`src/rtl/sram_arbiter.sv`:
```
// rtl/sram_arbiter.sv - boot-loader / CPU arbiter for an asynchronous byte-wide SRAM
`timescale 1ns/1ps

module sram_arbiter #(
    parameter logic [17:0] BOOT_START_ADDR = 18'h0C000,
    parameter logic [17:0] BOOT_END_ADDR   = 18'h0FFFF,
    parameter int          WR_CYCLES       = 2,
    parameter int          RD_CYCLES       = 2
) (
    input  logic        clk,
    input  logic        reset,
    input  logic        boot_valid,
    input  logic [7:0]  boot_data,
    output logic        boot_ready,
    output logic        boot_done,
    input  logic        cpu_req,
    input  logic        cpu_we,
    input  logic [17:0] cpu_addr,
    input  logic [7:0]  cpu_wdata,
    output logic [7:0]  cpu_rdata,
    output logic        cpu_ack,
    output logic [17:0] ADR,
    output logic [7:0]  DAT_out,
    output logic        DAT_oe,
    input  logic [7:0]  DAT_in,
    output logic        RAMCS_b,
    output logic        RAMOE_b,
    output logic        RAMWE_b
);

    localparam int CW = 8;

    typedef enum logic [2:0] {
        S_IDLE,
        S_SETUP,
        S_WRITE,
        S_HOLD,
        S_READ,
        S_DONE
    } state_t;

    state_t         r_state;
    logic [CW-1:0]  r_cnt;
    logic [17:0]    r_boot_addr;
    logic           r_boot_done;
    logic           r_boot_owner;
    logic [17:0]    r_adr;
    logic [7:0]     r_dat_out;
    logic           r_dat_oe;
    logic [7:0]     r_rdata;
    logic           r_ack;
    logic           r_cs_b;
    logic           r_oe_b;
    logic           r_we_b;
    logic           w_boot_take;

    // Boot byte is accepted in the same IDLE cycle it is offered; boot always beats the CPU
    always_comb begin
        w_boot_take = (r_state == S_IDLE) && boot_valid && !r_boot_done && !reset;
    end

    assign boot_ready = w_boot_take;
    assign boot_done  = r_boot_done;
    assign cpu_rdata  = r_rdata;
    assign cpu_ack    = r_ack;
    assign ADR        = r_adr;
    assign DAT_out    = r_dat_out;
    assign DAT_oe     = r_dat_oe;
    assign RAMCS_b    = r_cs_b;
    assign RAMOE_b    = r_oe_b;
    assign RAMWE_b    = r_we_b;

    // Access sequencer: strobes and ack are registered so each state's outputs appear for that state's cycles
    always_ff @(posedge clk) begin
        if (reset) begin
            r_state      <= S_IDLE;
            r_cnt        <= '0;
            r_boot_addr  <= BOOT_START_ADDR;
            r_boot_done  <= 1'b0;
            r_boot_owner <= 1'b0;
            r_adr        <= '0;
            r_dat_out    <= '0;
            r_dat_oe     <= 1'b0;
            r_rdata      <= '0;
            r_ack        <= 1'b0;
            r_cs_b       <= 1'b1;
            r_oe_b       <= 1'b1;
            r_we_b       <= 1'b1;
        end else begin
            case (r_state)
                S_IDLE: begin
                    r_ack <= 1'b0;
                    if (w_boot_take) begin
                        r_adr        <= r_boot_addr;
                        r_dat_out    <= boot_data;
                        r_boot_owner <= 1'b1;
                        r_cs_b       <= 1'b0;
                        r_dat_oe     <= 1'b1;
                        r_state      <= S_SETUP;
                    end else if (cpu_req) begin
                        r_adr        <= cpu_addr;
                        r_boot_owner <= 1'b0;
                        r_cs_b       <= 1'b0;
                        if (cpu_we) begin
                            r_dat_out <= cpu_wdata;
                            r_dat_oe  <= 1'b1;
                            r_state   <= S_SETUP;
                        end else begin
                            // Pads released in the same edge that OE drops, so the bus is never fought
                            r_oe_b    <= 1'b0;
                            r_dat_oe  <= 1'b0;
                            r_cnt     <= CW'(RD_CYCLES - 1);
                            r_state   <= S_READ;
                        end
                    end
                end
                S_SETUP: begin
                    r_we_b  <= 1'b0;
                    r_cnt   <= CW'(WR_CYCLES - 1);
                    r_state <= S_WRITE;
                end
                S_WRITE: begin
                    if (r_cnt == '0) begin
                        r_we_b  <= 1'b1;
                        r_ack   <= !r_boot_owner;
                        r_state <= S_HOLD;
                    end else begin
                        r_cnt <= r_cnt - 1'b1;
                    end
                end
                S_HOLD: begin
                    r_cs_b   <= 1'b1;
                    r_dat_oe <= 1'b0;
                    r_ack    <= 1'b0;
                    r_state  <= S_IDLE;
                    // Boot pointer only advances once the byte is fully written; it parks at the end address
                    if (r_boot_owner) begin
                        if (r_boot_addr == BOOT_END_ADDR) begin
                            r_boot_done <= 1'b1;
                        end else begin
                            r_boot_addr <= r_boot_addr + 18'd1;
                        end
                    end
                end
                S_READ: begin
                    if (r_cnt == '0) begin
                        r_rdata <= DAT_in;
                        r_cs_b  <= 1'b1;
                        r_oe_b  <= 1'b1;
                        r_ack   <= 1'b1;
                        r_state <= S_DONE;
                    end else begin
                        r_cnt <= r_cnt - 1'b1;
                    end
                end
                S_DONE: begin
                    r_ack   <= 1'b0;
                    r_state <= S_IDLE;
                end
                default: begin
                    r_cs_b   <= 1'b1;
                    r_oe_b   <= 1'b1;
                    r_we_b   <= 1'b1;
                    r_dat_oe <= 1'b0;
                    r_ack    <= 1'b0;
                    r_state  <= S_IDLE;
                end
            endcase
        end
    end

endmodule

```
`config.mk`:
```
export PLATFORM = sky130hd
export DESIGN_NAME = sram_arbiter
export DESIGN_NICKNAME = d
export VERILOG_FILES = /design/src/rtl/sram_arbiter.sv
export SDC_FILE = /design/constraint.sdc
export NUM_CORES = 1
export LEC_CHECK = 0
export CAP_MARGIN = 20
export CELL_PAD_IN_SITES_DETAIL_PLACEMENT = 0
export CELL_PAD_IN_SITES_GLOBAL_PLACEMENT = 2
export CORE_AREA = 2 2 107 134
export CTS_BUF_LIST = sky130_fd_sc_hd__clkbuf_4 sky130_fd_sc_hd__clkbuf_8 sky130_fd_sc_hd__clkbuf_16
export DETAILED_ROUTE_END_ITERATION = 6
export DIE_AREA = 0 0 109 136
export GPL_TIMING_DRIVEN = 0
export HOLD_SLACK_MARGIN = 0.15
export PLACE_DENSITY_LB_ADDON = 0.3
export SYNTH_ARGS = -nofsm -noshare
export SYNTH_HDL_FRONTEND = slang
export SYNTH_SLANG_ARGS = --single-unit
```
`constraint.sdc`:
```
create_clock -name clk -period 1.6 [get_ports clk]
set_input_delay 0.24 -clock clk [delete_from_list [all_inputs] [get_ports clk]]
set_output_delay 0.24 -clock clk [all_outputs]
set_load 0.01 [all_outputs]
```
==> results of run 1 <==
==> through the flow <==
stage / setup WS (ns) / TNS (ns)
6_report: -0.113 / -0.809
5_1_grt: -0.194 / -3.96
4_1_cts: -0.131 / -1.32
3_5_place_dp: -0.859 / -23.01
3_3_place_gp: -0.855 / -22.22
2_1_floorplan: 0.0130 / 0
==> state kept, by name, indices dropped and copies added (netlist names) <==
register and count:
r_state 3, r_boot_owner 1, DAT_oe 1, cpu_ack 1, RAMWE_b 1, cpu_rdata 8, r_cnt 8, RAMCS_b 1
r_boot_addr 18, boot_done 1, DAT_out 8, RAMOE_b 1, ADR 18
==> final cells by class <==
type | count | area (sq um) | area share (%)
Clock inverter | 6 | 61.3 | 1.13
Inverter | 7 | 28.8 | 0.533
Buffer | 23 | 205 | 3.80
Tap cell | 175 | 219 | 4.05
Multi-Input combinational cell | 302 | 2010 | 37.2
Sequential cell | 70 | 1420 | 26.2
Timing Repair Buffer | 122 | 1220 | 22.6
Clock buffer | 10 | 239 | 4.42
==> worst min path at each step <==
stage / from / endpoint / slack (ns)
6_report: reset / r_cnt[1] / 0.32
5_1_grt: reset / r_cnt[1] / 0.33
4_1_cts: reset / r_cnt[1] / 0.33
3_5_place_dp: cpu_rdata[6] / cpu_rdata[6] / 0.45
3_3_place_gp: cpu_rdata[0] / cpu_rdata[0] / 0.44
2_1_floorplan: DAT_in[0] / cpu_rdata[0] / 0.38
==> cells in the mapped netlist (2+ instances only) <==
cell,count,share of area [%]
nand4_1,4,0.75
xor2_1,15,4.0
nand4b_1,2,0.53
nor3_2,2,0.60
nor4_1,3,0.56
nor3_1,5,0.75
a31oi_1,3,0.56
buf_2,3,0.45
and3_1,4,0.75
nand2b_1,3,0.56
o2111ai_1,3,0.79
buf_6,5,1.7
or3_1,7,1.3
xnor2_1,4,1.1
buf_4,6,1.4
a21oi_1,21,3.2
and4_1,3,0.79
a311oi_1,26,6.9
clkbuf_1,12,1.4
inv_1,6,0.68
nor2_1,55,6.2
nor4_4,3,1.9
ha_1,3,1.1
dfxtp_1,70,42
and2_1,3,0.56
o21ai_0,17,2.6
nand2_1,84,9.5
nand3_1,9,1.4
==> cell usage in the layout, fill, tap and decap left out, types with 3 or more instances in the layout <==
| cell | synthesis | layout |
|---|---|---|
| a21oi_1 | 21 | 15 |
| a21oi_2 | 1 | 7 |
| a311oi_1 | 26 | 25 |
| a31oi_1 | 3 | 3 |
| and3_1 | 4 | 4 |
| buf_4 | 6 | 21 |
| buf_6 | 5 | 18 |
| buf_8 | 0 | 7 |
| clkbuf_1 | 12 | 8 |
| clkbuf_16 | 0 | 10 |
| clkdlybuf4s50_1 | 0 | 84 |
| clkinv_2 | 0 | 3 |
| dfxtp_1 | 70 | 61 |
| dfxtp_2 | 0 | 8 |
| inv_1 | 6 | 4 |
| nand2_1 | 84 | 75 |
| nand2_2 | 1 | 9 |
| nand2b_1 | 3 | 3 |
| nand3_1 | 9 | 3 |
| nand3_2 | 1 | 6 |
| nand4_1 | 4 | 4 |
| nor2_1 | 55 | 48 |
| nor2_2 | 0 | 4 |
| nor2_4 | 0 | 3 |
| nor3_1 | 5 | 5 |
| nor4_4 | 3 | 3 |
| o21ai_0 | 17 | 8 |
| o21ai_1 | 0 | 5 |
| o21ai_2 | 0 | 4 |
| or3_1 | 7 | 5 |
| xnor2_1 | 4 | 4 |
| xor2_1 | 15 | 15 |
==> power by group <==
part	leakage (nW)	switching [mW]	internal, mW
Clock	0.148	0.770	1.24
Combinational	1.31	1.52	1.81
Sequential	0.577	0.262	2.05
Total	2.03	2.55	5.10
==> layer usage <==
metal | wire length (microns) | vias up
met2 | 5490 | 63
li1 | - | 1691
met1 | 4720 | 1590
met4 | 128 | 0
met3 | 433 | 7
met5 | 0 | -
==> cells by family (layout without fill, tap and decap cells) <==
logic type	count (synthesis)	count (layout)
and+or+nand+nor	196	197
xor gates and xnor gates	19	19
adders and majority gates	4	4
AOI/OAI and AO/OA	81	81
DFF	70	70
muxes	1	1
buffers and inverters	34	168
==> worst max-delay path: cells and delay by family, from the launching register on <==
family,cells,cell delay [ns]
adders and majority gates,1,0.30
buffers and inverters,2,0.29
AOI/OAI and AO/OA,2,0.28
DFF,1,0.31
and+or+nand+nor,2,0.46
==> timing repair <==
item | CTS | global route
buffers inserted | 22 | 14
endpoints found under the hold margin | 0 | 0
endpoints found under the setup margin | 58 | 66
gates resized for setup | 52 | 77
gates cloned | 0 | 3
pin swaps | 16 | 49
==> flow_metrics.env, run 1 <==
export IMPL_period_share_pct=107
export IMPL_status="finished, violations left"
export IMPL_synth_xor_area_share_pct=5.01
export IMPL_max_cap_violations=0
export IMPL_cts_tree="done"
export IMPL_synth_seq_cells=70
export IMPL_routedWlPerCell_microns=15.1
export IMPL_grt_overflow_total=0
export IMPL_rows=48
export IMPL_num_vias=3351
export IMPL_worst_slew_pin_slew_ns=0.547
export IMPL_ant_nets=0
export IMPL_cts_buffers=9
export IMPL_cp_slowest_cell="dfxtp_2"
export IMPL_grt_pass1_vias=3253
export IMPL_violations="setup timing"
export IMPL_synth_nets=455
export IMPL_finClkSkew_ns=0.00528
export IMPL_cp_required_ns=1.86
export IMPL_timing_fmax_mhz=584
export IMPL_dr_pass1_iters=4
export IMPL_path_common_cell="buf_6"
export IMPL_synth_mux_area_share_pct=0.301
export IMPL_dp_hpwl_microns=7360
export IMPL_post_route_util_pct=39.6
export IMPL_use_met1_pct=17.5
export IMPL_p_leak_nw=2.03
export IMPL_clk_path_buf_depth=2
export IMPL_synthCells=405
export IMPL_nets=585
export IMPL_cts_htree_levels=3
export IMPL_die_height_microns=136
export IMPL_synth_async_sr_flop_share_pct=0
export IMPL_area_growth_pct=62.6
export IMPL_criticalPathCategory="flip-flop to flip-flop"
export IMPL_worst_r2r_cell_count=7
export IMPL_worst_slack_ns=-0.113
export IMPL_crit_path_start_kind="flip-flop"
export IMPL_startpoint="r_state[2]"
export IMPL_avgSynthCellArea_sq_um=8.21
export IMPL_rr_startpoint="r_state[2]"
export IMPL_synth_adder_area_share_pct=1.47
export IMPL_dp_cells=666
export IMPL_core_area_sq_mm=0.0136
export IMPL_synthSimpleGateAreaFrac_pct=28.4
export IMPL_fin_cells=715
export IMPL_drc=0
export IMPL_die_w_microns=109
export IMPL_slew_violations=0
export IMPL_min_delay_path_depth=2
export IMPL_grtUsageMet3_pct=3.36
export IMPL_io_buffers=86
export IMPL_hold_violations=0
export IMPL_grt_use_met2_pct=23.9
export IMPL_r2r_slack_ns=-0.11
export IMPL_die_area_sq_mm=0.0148
export IMPL_hold_class="primary input to flip-flop"
export IMPL_first_iter_violations=105
export IMPL_start_util_pct=24.4
export IMPL_synth_area_sq_mm=0.00332
export IMPL_io_pins=88
export IMPL_p_total_mw=7.65
export IMPL_grt_start_max_net_pins=18
export IMPL_synth_compound_area_share_pct=16.8
export IMPL_ys_flop_type="dfxtp_1"
export IMPL_path_clk_slew_ns=0.06
export IMPL_drt_total_wl_microns=10800
export IMPL_reg2reg_to="r_cnt[5]"
export IMPL_cts_hold_buffers_added=0
export IMPL_path_cells="buf_6 -> maj3_2 -> a21oi_2 -> nand3_2 -> buf_6 -> or3_1 -> a21oi_1"
export IMPL_yosysUniqueCellTypes=52
export IMPL_peakVddDrop_v=0.000675
export IMPL_top_usage_layer="met2"
export IMPL_power_density_mw_per_mm2=1420
export IMPL_cp_endpoint="r_cnt[5]"
export IMPL_clock_latency_ns=0.33
export IMPL_synth_warnings=0
export IMPL_cts_num_sinks=70
export IMPL_fillCellCount=1408
export IMPL_ys_seq_area_share_pct=42.2
export IMPL_grt_total_usage_pct=14.2
export IMPL_place_area_sq_mm=0.00441
export IMPL_grt_pass1_wl_microns=16400
export IMPL_crit_fanout=8
export IMPL_arrival_ns=1.97
export IMPL_endpoint_kind="flip-flop"
export IMPL_rsz0062_at_grt="yes"
export IMPL_slew_headroom_pct=63.5
export IMPL_setup_viol=22
export IMPL_layout_drive_gt1_share_pct=26.3
export IMPL_whs_ns=0.318
export IMPL_slowest_delay_ns=0.31
export IMPL_cts_root_buf="clkbuf_16"
export IMPL_vias_per_cell=4.69
export IMPL_diodes=0
export IMPL_antenna_found_initial=0
export IMPL_stdcell_area_sq_mm=0.00540
export IMPL_synth_top_family_by_area="simple AND/OR/NAND/NOR gates"
export IMPL_fin_crit_ns=1.71
export IMPL_gp_congestion=0.745
export IMPL_synth_edff_count=0
Power figures use the tool's default switching activity.
==> inputs of run 2 (changes only) <==
CTS_CLUSTER_SIZE = 8   (was unset)
==> results of run 2 <==
Final layout, timing and power as in run 1 (identical DEF).
==> inputs of run 3 (changes only) <==
CTS_CLUSTER_SIZE = unset   (was 8)
RECOVER_POWER = 25   (was unset)
==> run 3 against run 2 <==
Net effect:
- the run still ends with setup timing left
- clock-buffer cell count unchanged
- global-route usage unchanged
- maximum frequency about the same
- clock power about the same
- via count about the same
- non-clock buffer count unchanged
- sequential share of layout area about the same
- core utilization down 0.064 points
- critical path depth unchanged
- cell area down 0.16%
- largest cell class unchanged
- highest routed layer unchanged
==> flow_metrics.env, run 3 (synthesized netlist as in run 1, its figures left out) <==
export IMPL_status="finished, violations left"
export IMPL_violations="setup timing"
export IMPL_cp_top_family="simple AND/OR/NAND/NOR gates"
export IMPL_cts_hold_buffers_added=0
export IMPL_arrival_ns=1.97
export IMPL_slew_headroom_pct=63.5
export IMPL_core_area_sq_mm=0.0136
export IMPL_max_cap_violations=0
export IMPL_cts_tree="done"
export IMPL_crit_path_start_kind="flip-flop"
export IMPL_io_pins=88
export IMPL_fillCellCount=1410
export IMPL_min_to="r_cnt[1]"
export IMPL_die_area_sq_mm=0.0148
export IMPL_grt_total_usage_pct=14.2
export IMPL_vias_per_cell=4.68
export IMPL_path_clk_slew_ns=0.06
export IMPL_grt_overflow_total=0
export IMPL_ant_nets=0
export IMPL_drt_total_wl_microns=10800
export IMPL_p_total_mw=7.65
export IMPL_period_share_pct=107
export IMPL_clock_latency_ns=0.33
export IMPL_cp_required_ns=1.86
export IMPL_power_switching_share_pct=33.3
export IMPL_cts_htree_levels=3
export IMPL_switchingPower_mw=2.55
export IMPL_final_common_cell="clkdlybuf4s50_1"
export IMPL_die_height_microns=136
export IMPL_p_leak_nw=2.01
export IMPL_clk_path_buf_depth=2
export IMPL_power_density_mw_per_mm2=1420
export IMPL_num_vias=3348
export IMPL_dp_hpwl_microns=7360
export IMPL_path_buf_inv=2
export IMPL_setup_viol=22
export IMPL_rows=48
export IMPL_r2r_slack_ns=-0.11
export IMPL_finClkSkew_ns=0.00493
export IMPL_layout_drive_gt1_share_pct=26.3
export IMPL_gp_congestion=0.745
export IMPL_grt_pass1_wl_microns=16400
export IMPL_endpoint_kind="flip-flop"
export IMPL_first_iter_violations=105
export IMPL_diodes=0
export IMPL_criticalPathCategory="flip-flop to flip-flop"
export IMPL_worst_slack_ns=-0.113
export IMPL_die_w_microns=109
export IMPL_final_cell_mix="clkdlybuf4s50_1, nand2_1, dfxtp_1, nor2_1, a311oi_1"
export IMPL_io_buffers=86
export IMPL_grt_start_max_net_pins=18
export IMPL_min_delay_path_depth=2
export IMPL_area_growth_pct=62.3
export IMPL_path_cells="buf_6 -> maj3_2 -> a21oi_2 -> nand3_2 -> buf_6 -> or3_1 -> a21oi_1"
export IMPL_p_int_mw=5.10
export IMPL_cts_num_sinks=70
export IMPL_cp_slowest_cell="dfxtp_2"
export IMPL_antenna_found_initial=0
export IMPL_place_area_sq_mm=0.00441
export IMPL_slew_violations=0
export IMPL_hold_violations=0
export IMPL_drc=0
export IMPL_p_seq_share_pct=30.3
export IMPL_peakVddDrop_v=0.000675
export IMPL_slowest_delay_ns=0.31
export IMPL_timing_fmax_mhz=584
export IMPL_path_common_cell="buf_6"
export IMPL_dp_slack_ns=-0.859
export IMPL_rsz0062_at_grt="yes"
export IMPL_hp_start="reset"
export IMPL_worst_slew_pin_slew_ns=0.547
export IMPL_clkPwrFrac_pct=26.3
export IMPL_reg2reg_to="r_cnt[5]"
export IMPL_comb_power_share_pct=43.4
export IMPL_rr_startpoint="r_state[2]"
export IMPL_hold_class="primary input to flip-flop"
export IMPL_cts_buffers=9
export IMPL_nets=585
export IMPL_routedWlPerCell_microns=15.1
export IMPL_crit_fanout=8
export IMPL_fin_crit_ns=1.71
export IMPL_worst_r2r_cell_count=7
export IMPL_dr_pass1_iters=4
export IMPL_cts_root_buf="clkbuf_16"
export IMPL_finalSetupTns_ns=-0.810
export IMPL_grt_pass1_vias=3253
export IMPL_start_util_pct=24.4
export IMPL_stdcell_area_sq_mm=0.00540
==> run 3: cell count changes in the layout (fill, tap and decap cells not counted), sizes merged <==
cell | before | now
dlymetal6s2s | 1 | 0
clkbuf | 20 | 21
==> run 3: layout make-up <==
| type | instances | area [sq um] | share of cell area, % |
|---|---|---|---|
| multi-input combinational | 302 | 2010 | 37.3 |
| sequential | 70 | 1420 | 26.2 |
| timing repair buffer | 122 | 1210 | 22.5 |
| clock buffer | 10 | 239 | 4.43 |
| tap | 175 | 219 | 4.06 |
| buffer | 23 | 205 | 3.80 |
| clock inverter | 6 | 61.3 | 1.14 |
| inverter | 7 | 28.8 | 0.533 |
==> run 3: per-layer routing <==
metal  vias up  global-route usage [%]  wire length, microns
met5         -                       0                     0
met4         0                    4.91                   121
met3         7                    3.36                   448
met2        63                    23.9                  5490
met1      1587                    17.5                  4710
li1       1691                       -                     -
==> run 3: power groups by stage <==
stage | clock [mW] | combinational, mW | sequential, mW
floorplan | 0 | 1.32 | 2.34
global placement | 0 | 2.28 | 2.28
detailed placement | 0 | 2.30 | 2.29
CTS | 2.08 | 2.74 | 2.27
global route | 2.16 | 3.62 | 2.36
finish | 2.01 | 3.32 | 2.32
==> run 3: through the flow <==
stage / hold slack, ns / util (%) / cells
floorplan: 0.380 / - / 405
global placement: 0.440 / 32.3 / 666
detailed placement: 0.452 / 32.3 / 666
CTS: 0.326 / 36.8 / 702
global route: 0.329 / 39.6 / 715
finish: 0.319 / 39.6 / 715
==> run 3: how the worst max path moves through the flow <==
stage,startpoint,end,slack [ns],cells past startpoint
floorplan,r_cnt[0],cpu_rdata[0],0.01,8
global placement,boot_valid,boot_ready,-0.85,6
CTS,r_state[0],r_cnt[5],-0.13,7
detailed placement,boot_valid,boot_ready,-0.86,6
global route,r_state[2],r_boot_addr[10],-0.19,8
finish,r_state[2],r_cnt[5],-0.11,7
==> run 3: worst reg2reg max path, cell delays in order (launching register included) <==
cell and delay, ns:
dfxtp_2 0.31, buf_6 0.13, maj3_2 0.30, a21oi_2 0.15, nand3_2 0.15, buf_6 0.16
or3_1 0.31, a21oi_1 0.13
==> run 3: what timing repair did <==
action / 4_1_cts / 5_1_grt
gates resized for setup: 52 / 77
setup endpoints to repair: 58 / 66
pin swaps: 16 / 49
cloned: 0 / 3
buffers inserted: 22 / 14
